<file path="src/rtl/qosc_tuner.sv">
// Converts a requested LO frequency into the oscillator reload word using a 34-step restoring divider.
// Optional build macro QOSC_TUNER_ROUND_EN selects a round-to-nearest quotient.
module qosc_tuner #(
    parameter logic [31:0] PLL_HZ       = 32'd400_000_000,
    parameter logic [31:0] MIN_RELOAD   = 32'd1,
    parameter logic [31:0] RESET_RELOAD = 32'd63,
    parameter int unsigned WE_HOLD      = 4
) (
    input  logic        i_clk,
    input  logic        i_rst,
    input  logic        i_valid,
    input  logic [31:0] i_freq,
    output logic        o_ready,
    output logic        o_we,
    output logic [31:0] o_reload,
    output logic        o_clamped,
    output logic        o_err
);

    typedef enum logic [1:0] {IDLE, DIV, FIN, WRITE} state_t;

    localparam int unsigned DIV_STEPS = 34;

    state_t      state, state_next;
    logic [31:0] cnt;
    logic [33:0] divisor;
    logic [33:0] quot;
    logic [33:0] rem;
    logic [33:0] dividend;
    logic [34:0] rem_sh;
    logic [33:0] diff;
    logic        ge;
    logic [33:0] r_sub;
    logic        clamp;

`ifdef QOSC_TUNER_ROUND_EN
    // Adding half the divisor (2*f of 4*f) before truncation rounds to nearest.
    assign dividend = {2'b00, PLL_HZ} + {1'b0, i_freq, 1'b0};
`else
    assign dividend = {2'b00, PLL_HZ};
`endif

    // Dividend bits shift out of the top of quot while quotient bits enter at the bottom.
    assign rem_sh = {rem, quot[33]};
    assign ge     = rem_sh >= {1'b0, divisor};
    assign diff   = rem_sh[33:0] - divisor;

    assign r_sub  = quot - 34'd1;
    assign clamp  = (quot == '0) || (r_sub < {2'b00, MIN_RELOAD});

    assign o_ready = (state == IDLE);

    always_ff @(posedge i_clk or posedge i_rst) begin
        if (i_rst) begin
            state <= IDLE;
        end else begin
            state <= state_next;
        end
    end

    always_comb begin
        state_next = state;
        case (state)
            IDLE: begin
                if (i_valid && (i_freq != '0)) begin
                    state_next = DIV;
                end
            end
            DIV: begin
                if (cnt == DIV_STEPS - 1) begin
                    state_next = FIN;
                end
            end
            FIN: begin
                state_next = WRITE;
            end
            WRITE: begin
                if (cnt == WE_HOLD - 1) begin
                    state_next = IDLE;
                end
            end
            default: begin
                state_next = IDLE;
            end
        endcase
    end

    always_ff @(posedge i_clk or posedge i_rst) begin
        if (i_rst) begin
            cnt       <= '0;
            divisor   <= '0;
            quot      <= '0;
            rem       <= '0;
            o_we      <= 1'b0;
            o_reload  <= RESET_RELOAD;
            o_clamped <= 1'b0;
            o_err     <= 1'b0;
        end else begin
            o_err <= 1'b0;
            o_we  <= (state_next == WRITE);
            case (state)
                IDLE: begin
                    if (i_valid) begin
                        if (i_freq == '0) begin
                            o_err <= 1'b1;
                        end else begin
                            divisor <= {i_freq, 2'b00};
                            quot    <= dividend;
                            rem     <= '0;
                            cnt     <= '0;
                        end
                    end
                end
                DIV: begin
                    rem  <= ge ? diff : rem_sh[33:0];
                    quot <= {quot[32:0], ge};
                    cnt  <= cnt + 32'd1;
                end
                FIN: begin
                    cnt <= '0;
                    if (clamp) begin
                        o_reload  <= MIN_RELOAD;
                        o_clamped <= 1'b1;
                    end else begin
                        o_reload  <= r_sub[31:0];
                        o_clamped <= 1'b0;
                    end
                end
                WRITE: begin
                    cnt <= cnt + 32'd1;
                end
                default: begin
                    cnt <= '0;
                end
            endcase
        end
    end

endmodule
</file>
<file path="config.mk">
export PLATFORM = sky130hd
export DESIGN_NAME = qosc_tuner
export DESIGN_NICKNAME = d
export VERILOG_FILES = /design/src/rtl/qosc_tuner.sv
export SDC_FILE = /design/constraint.sdc
export NUM_CORES = 1
export LEC_CHECK = 0
export ABC_CLOCK_PERIOD_IN_PS = 12300
export BUFFER_PORTS_ARGS = -buffer_cell sky130_fd_sc_hd__buf_4
export CORE_AREA = 2 2 158 160
export CTS_CLUSTER_SIZE = 14
export DETAILED_ROUTE_END_ITERATION = 16
export DIE_AREA = 0 0 160 162
export PLACE_DENSITY = 0.61
export SLEW_MARGIN = 20
export SYNTH_ARGS = -nofsm -noshare
export SYNTH_HDL_FRONTEND = slang
export SYNTH_SLANG_ARGS = --single-unit
</file>
<file path="constraint.sdc">
create_clock -name i_clk -period 12.3 [get_ports i_clk]
set_clock_uncertainty 0.05 [all_clocks]
set_input_delay 2.46 -clock i_clk [delete_from_list [all_inputs] [get_ports i_clk]]
set_output_delay 2.46 -clock i_clk [all_outputs]
set_load 0.02 [all_outputs]
</file>
# Yosys cells after proc, flatten, opt, wreduce, memory -nomap -nowiden

Cells that the tools add are included.

Mux-type cells: 19
$add $sub $neg: 3
Reduce and logical (&&, ||, !) cells: 11
Order comparisons: 2
Equality and inequality tests: 8
Bitwise gates (word level): 1

Operators with widths:

| kind                                                 | count |
|---|---|
| 2-to-1 mux 34 bit                                    | 5 |
| case mux 34 bit (2 select lines)                     | 2 |
| 2-to-1 mux 32 bit                                    | 3 |
| case mux 32 bit (3 select lines)                     | 1 |
| >= comparator 35 x 34 -> 1 bit                       | 1 |
| logical NOT 34 bit                                   | 1 |
| < comparator 34 x 1 -> 1 bit (second input constant) | 1 |
| subtractor 34 x 1 -> 34 bit (second input constant)  | 1 |
| subtractor 34 bit                                    | 1 |
| adder 32 x 1 -> 32 bit (second input constant)       | 1 |
| == test 32 x 2 -> 1 bit (second input constant)      | 1 |
| == test 32 x 6 -> 1 bit (second input constant)      | 1 |
| logical NOT 32 bit                                   | 1 |
| nonzero test 32 bit                                  | 1 |
| case mux 2 bit (4 select lines)                      | 1 |
| == test 2 bit (second input constant)                | 3 |
| 2-to-1 mux 2 bit                                     | 3 |
| AND reduction 3 bit                                  | 2 |
| 2-to-1 mux 1 bit                                     | 4 |
| inequality test 2 bit (second input constant)        | 2 |
| == test 2 x 1 -> 1 bit (second input constant)       | 1 |
| logical NOT 2 bit                                    | 1 |
| AND reduction 2 bit                                  | 1 |
| nonzero test 2 bit                                   | 1 |
| other kinds (4)                                      | 4 |

Output and inout port bits: 36
Register bits after elaboration: 169
Logic and storage cells: 53

# Longest topological paths before layout

Depth in word-level cells: 5
Mapped depth: 14

# Worst setup path before layout

OpenSTA, ideal clock, no wires.

Path kind: input to register
Start point: in i_freq[17]
End point: reg cnt[20]
Arrival time: 4.124 ns
Slack: 7.989 ns
Stages: 10
Library setup time: 0.137 ns
Data required time: 12.113 ns
Path through: nor4_1 > nand4_1 > o21ai_1 > and2_1 > clkbuf_1 > or3b_1 > nor2_1 > and4_1 > xnor2_1 > nor2_1

Word-level cells in the longest chain between the ends: 3

RTL lines:

| what                                   | line | text |
|---|---|---|
| from (decl)                            | 12   | `input logic [31:0] i_freq,` |
| logical NOT 32 bit                     | 104  | `if (i_freq == '0) begin` |
| inequality test 2 bit (no source line) | --   |  |
| AND reduction 2 bit (no source line)   | --   |  |
| to (signal assigned)                   | 117  | `cnt <= cnt + 32'd1;` |
| to (signal assigned)                   | 130  | `cnt <= cnt + 32'd1;` |
| to (decl)                              | 25   | `logic [31:0] cnt;` |

Every way passes these cells.
A chain may end at the register's enable or synchronous reset.

# Final worst setup path

Start point: in i_freq[24]
End point: reg rem[26]

Word-level cells in the longest chain between the ends: 3

RTL lines:

| what                                   | line | text |
|---|---|---|
| logical NOT 32 bit                     | 104  |  |
| inequality test 2 bit (no source line) | --   |  |
| AND reduction 3 bit (no source line)   | --   |  |
| to (signal assigned)                   | 115  | `rem <= ge ? diff : rem_sh[33:0];` |
| to (decl)                              | 28   | `logic [33:0] rem;` |

Every way passes these cells.

==> flow_summary.yaml <==
critical_path:
  rr_worst_depth: 10
  end_kind: "register"
  cp.required_ns: 12.60
  crit_type: "input port to register"
  crit_buf_inv: 2
  crit_chain: "buf_4 -> nor4_1 -> nand4_1 -> o21ai_1 -> a21o_1 -> buf_4 -> a32oi_1 -> o21ai_1"
  cp-start-kind: "input port"
  path_delay_family: "compound AO/OA/AOI/OAI gates"
  cp_data_arrival_time_ns: 5.02
  crit_slowest_cell: "nor4_1"
  crit_path_max_incr_delay_ns: 0.54
  crit_cells: 8
  cp_max_fo: 35
synth:
  ys_seq_area_share_pct: 44.2
  yosysUniqueCellTypes: 68
  synth_ff_type: "dfrtp_1"
  avgSynthCellArea_um2: 9.42
  ys_async_sr_fraction_pct: 100
  ys_ff_latch: 169
  synth_warnings: 0
  netlist.area_leader.share_pct: 42.5
  synth_top_cell_by_area: "dfrtp_1"
  synth_area_leaders: "dfrtp_1 (43%), ha_1 (4.8%), nand2_1 (4.5%), xnor2_1 (3.8%), mux2_2 (3.8%)"
  syn-cell-area_um2: 9590
  synthCells: 1018
  synth_nets: 1091
  synth_edf_count: 0
power_and_ir_drop:
  p_total_mw: 3.45
  peakVddDrop_v: 0.000134
  p_per_area_nw_per_um2: 313
  leakage_nw: 4.96
final_layout:
  final_cells: 1402
  final_nets: 1138
  fillers: 2360
  syn_to_final_growth_pct: 14.8
  design_area_um2: 11000
  diodes: 0
  layout-drive-gt1-share_pct: 15.1
detailed_routing:
  drtAntennaViolNets: 0
  route.detailed.wl_per_inst_um: 15.7
  drt_pass1_iterations: 5
  vias: 7492
  route.detailed.drc: 0
  drt-total-wl_um: 22000
  vias_per_cell: 5.34
  drt_iter0_markers: 391
clock_tree:
  htree_num_levels: 4
  post_cts_buffers: 0
  clk_latency_ns: 0.43
  cts.sinks: 169
  post_cts_resized: 0
  cts_max_path_buffers: 2
  cts_tree: "built"
  cts.clk_slew.worst_paths_ns: 0.08
  ctsHoldBuffers: 0
  cts-buffers-inserted: 17
  ctsRootBufferMaster: "clkbuf_16"
sta:
  rsz0062_at_grt: "no"
  slew_violations: 0
  layout_setup_ws_ns: 7.59
  worst_pin_slew_ns: 1.07
  period_share_pct: 38.3
  setup_viol: 0
  final.setup.tns_ns: 0
  slew_headroom_pct: 28.8
  min_period_ns: 4.71
  max_freq_mhz: 212
  hold_viol_final: 0
floorplan:
  core_um2: 24100
  ioPinCount: 71
  dieWidth_um: 160
  initial_core_util_pct: 39.8
  die-area_um2: 25900
  die_h_um: 162
  placementRows: 57
placed_design:
  dpl.cell_count: 1370
  hpwlAfterDp_um: 15700
  place.gp.congestion: 0.820
  placed_area_um2: 10400
  portBuffers: 70
  post-place-ws_ns: 7.20
global_routing:
  grt_max_degree: 93
  track_usage_pct: 17.4
  grt_pass1_vias: 7228
  antenna_found_initial: 0
  grt_pass1_wl_um: 36800
  grt_overflow: 0
job:
  max-cap-violations: 0
min_path:
  holdPathStages: 2
  hold_path.class: "register to register"
run_status:
  status: "completed"
layer usage:
metal	vias to the layer above	global-route usage, %	part of all wire, %
met3	14	2.86	2.7
met1	3635	23.4	48
met2	106	29.6	49
met4	0	4.14	0.92
met5	-	0	0
li1	3737	-	-
synth_stat cells, types with 7 or more instances:
cell type / number
dfrtp_1: 163
nand2_1: 114
nor2_1: 77
o21ai_0: 54
a21oi_1: 50
inv_1: 46
xnor2_1: 42
xor2_1: 41
clkbuf_1: 38
ha_1: 37
o21ai_1: 33
mux2_2: 32
nor3_1: 27
nor4_1: 25
a22o_1: 22
nand3_1: 18
nand4_1: 16
a21o_1: 14
o22a_1: 14
a32oi_1: 12
and3_1: 11
nand2b_1: 11
buf_2: 10
mux2i_1: 8
nor2b_1: 8
or3_1: 8
o21bai_1: 7
path summary, 6_finish.rpt:
check | slack (ns) | end | startpoint
max | 7.59 | rem[26] | i_freq[24]
max in group asynchronous | 8.57 | divisor[26] | i_rst
max reg2reg | 8.48 | rem[26] | divisor[12]
min reg2reg | 0.43 | o_reload[29] | o_reload[29]
min in group asynchronous | 2.15 | divisor[2] | i_rst
min | 0.43 | o_reload[29] | o_reload[29]
stage by stage:
stage,hold slack [ns],util [%]
2_1_floorplan,0.415,-
3_3_place_gp,0.414,43.1
3_5_place_dp,0.422,43.1
4_1_cts,0.436,45.7
5_1_grt,0.443,45.7
6_report,0.431,45.7
tightest hold or removal path: cells and delay by family (launching register included):
family / cells / cell delay, ns
and+or+nand+nor: 1 / 0.04
AOI/OAI and AO/OA: 1 / 0.06
DFF: 1 / 0.35
cell type report:
type / count / area, um^2 / share of cell area [%]
Sequential cell: 169 / 4240 / 38.5
Multi-Input combinational cell: 753 / 4990 / 45.3
Inverter: 47 / 181 / 1.65
Tap cell: 324 / 405 / 3.68
Timing Repair Buffer: 77 / 578 / 5.25
Clock buffer: 17 / 425 / 3.86
Clock inverter: 15 / 194 / 1.76
flip-flops by register name, indices dropped and copies added, names as in the netlist:
name	cells
o_clamped	1
state	2
rem	34
o_reload	32
o_we	1
divisor	32
cnt	32
o_err	1
quot	34
cells in the final DEF (no fill, tap or decap), types with 5 or more instances in the layout:
cell and n:
and3_1 11, o21bai_1 6, or3_1 8, nand3_1 18, o21a_1 5, nand2b_1 11, o22a_1 14, ha_1 37
a21oi_1 50, mux2_2 32, clkbuf_16 17, and4_1 5, buf_4 77, xor2_1 41, a21o_1 14, a22o_1 22
inv_1 45, clkinv_8 7, a32oi_1 12, nor2_1 76, o21ai_1 33, dfrtp_1 163, nor2b_1 8, o21ai_0 54
xnor2_1 42, nor3_1 27, nor4_1 25, nand2_1 114, dfstp_2 6, and2_1 5, nand4_1 16, mux2i_1 8
cell families (layout without fill, tap and decap cells):
family / count (synthesis) / in the layout / share of synthesized area (%)
AO/OA/AOI/OAI: 244 / 244 / 16.4
XOR/XNOR: 83 / 83 / 7.58
adder cells (fa/ha/maj): 38 / 38 / 5.04
buffers and inverters: 96 / 156 / 3.97
flip-flops: 169 / 169 / 44.2
multiplexers: 40 / 40 / 4.59
AND/OR/NAND/NOR: 348 / 348 / 18.2
where the power goes:
part | switching, mW | internal [mW]
combinational | 1.08 | 0.807
clock | 0.269 | 0.278
sequential | 0.216 | 0.795
total | 1.57 | 1.88
Power figures use the tool's default switching activity.
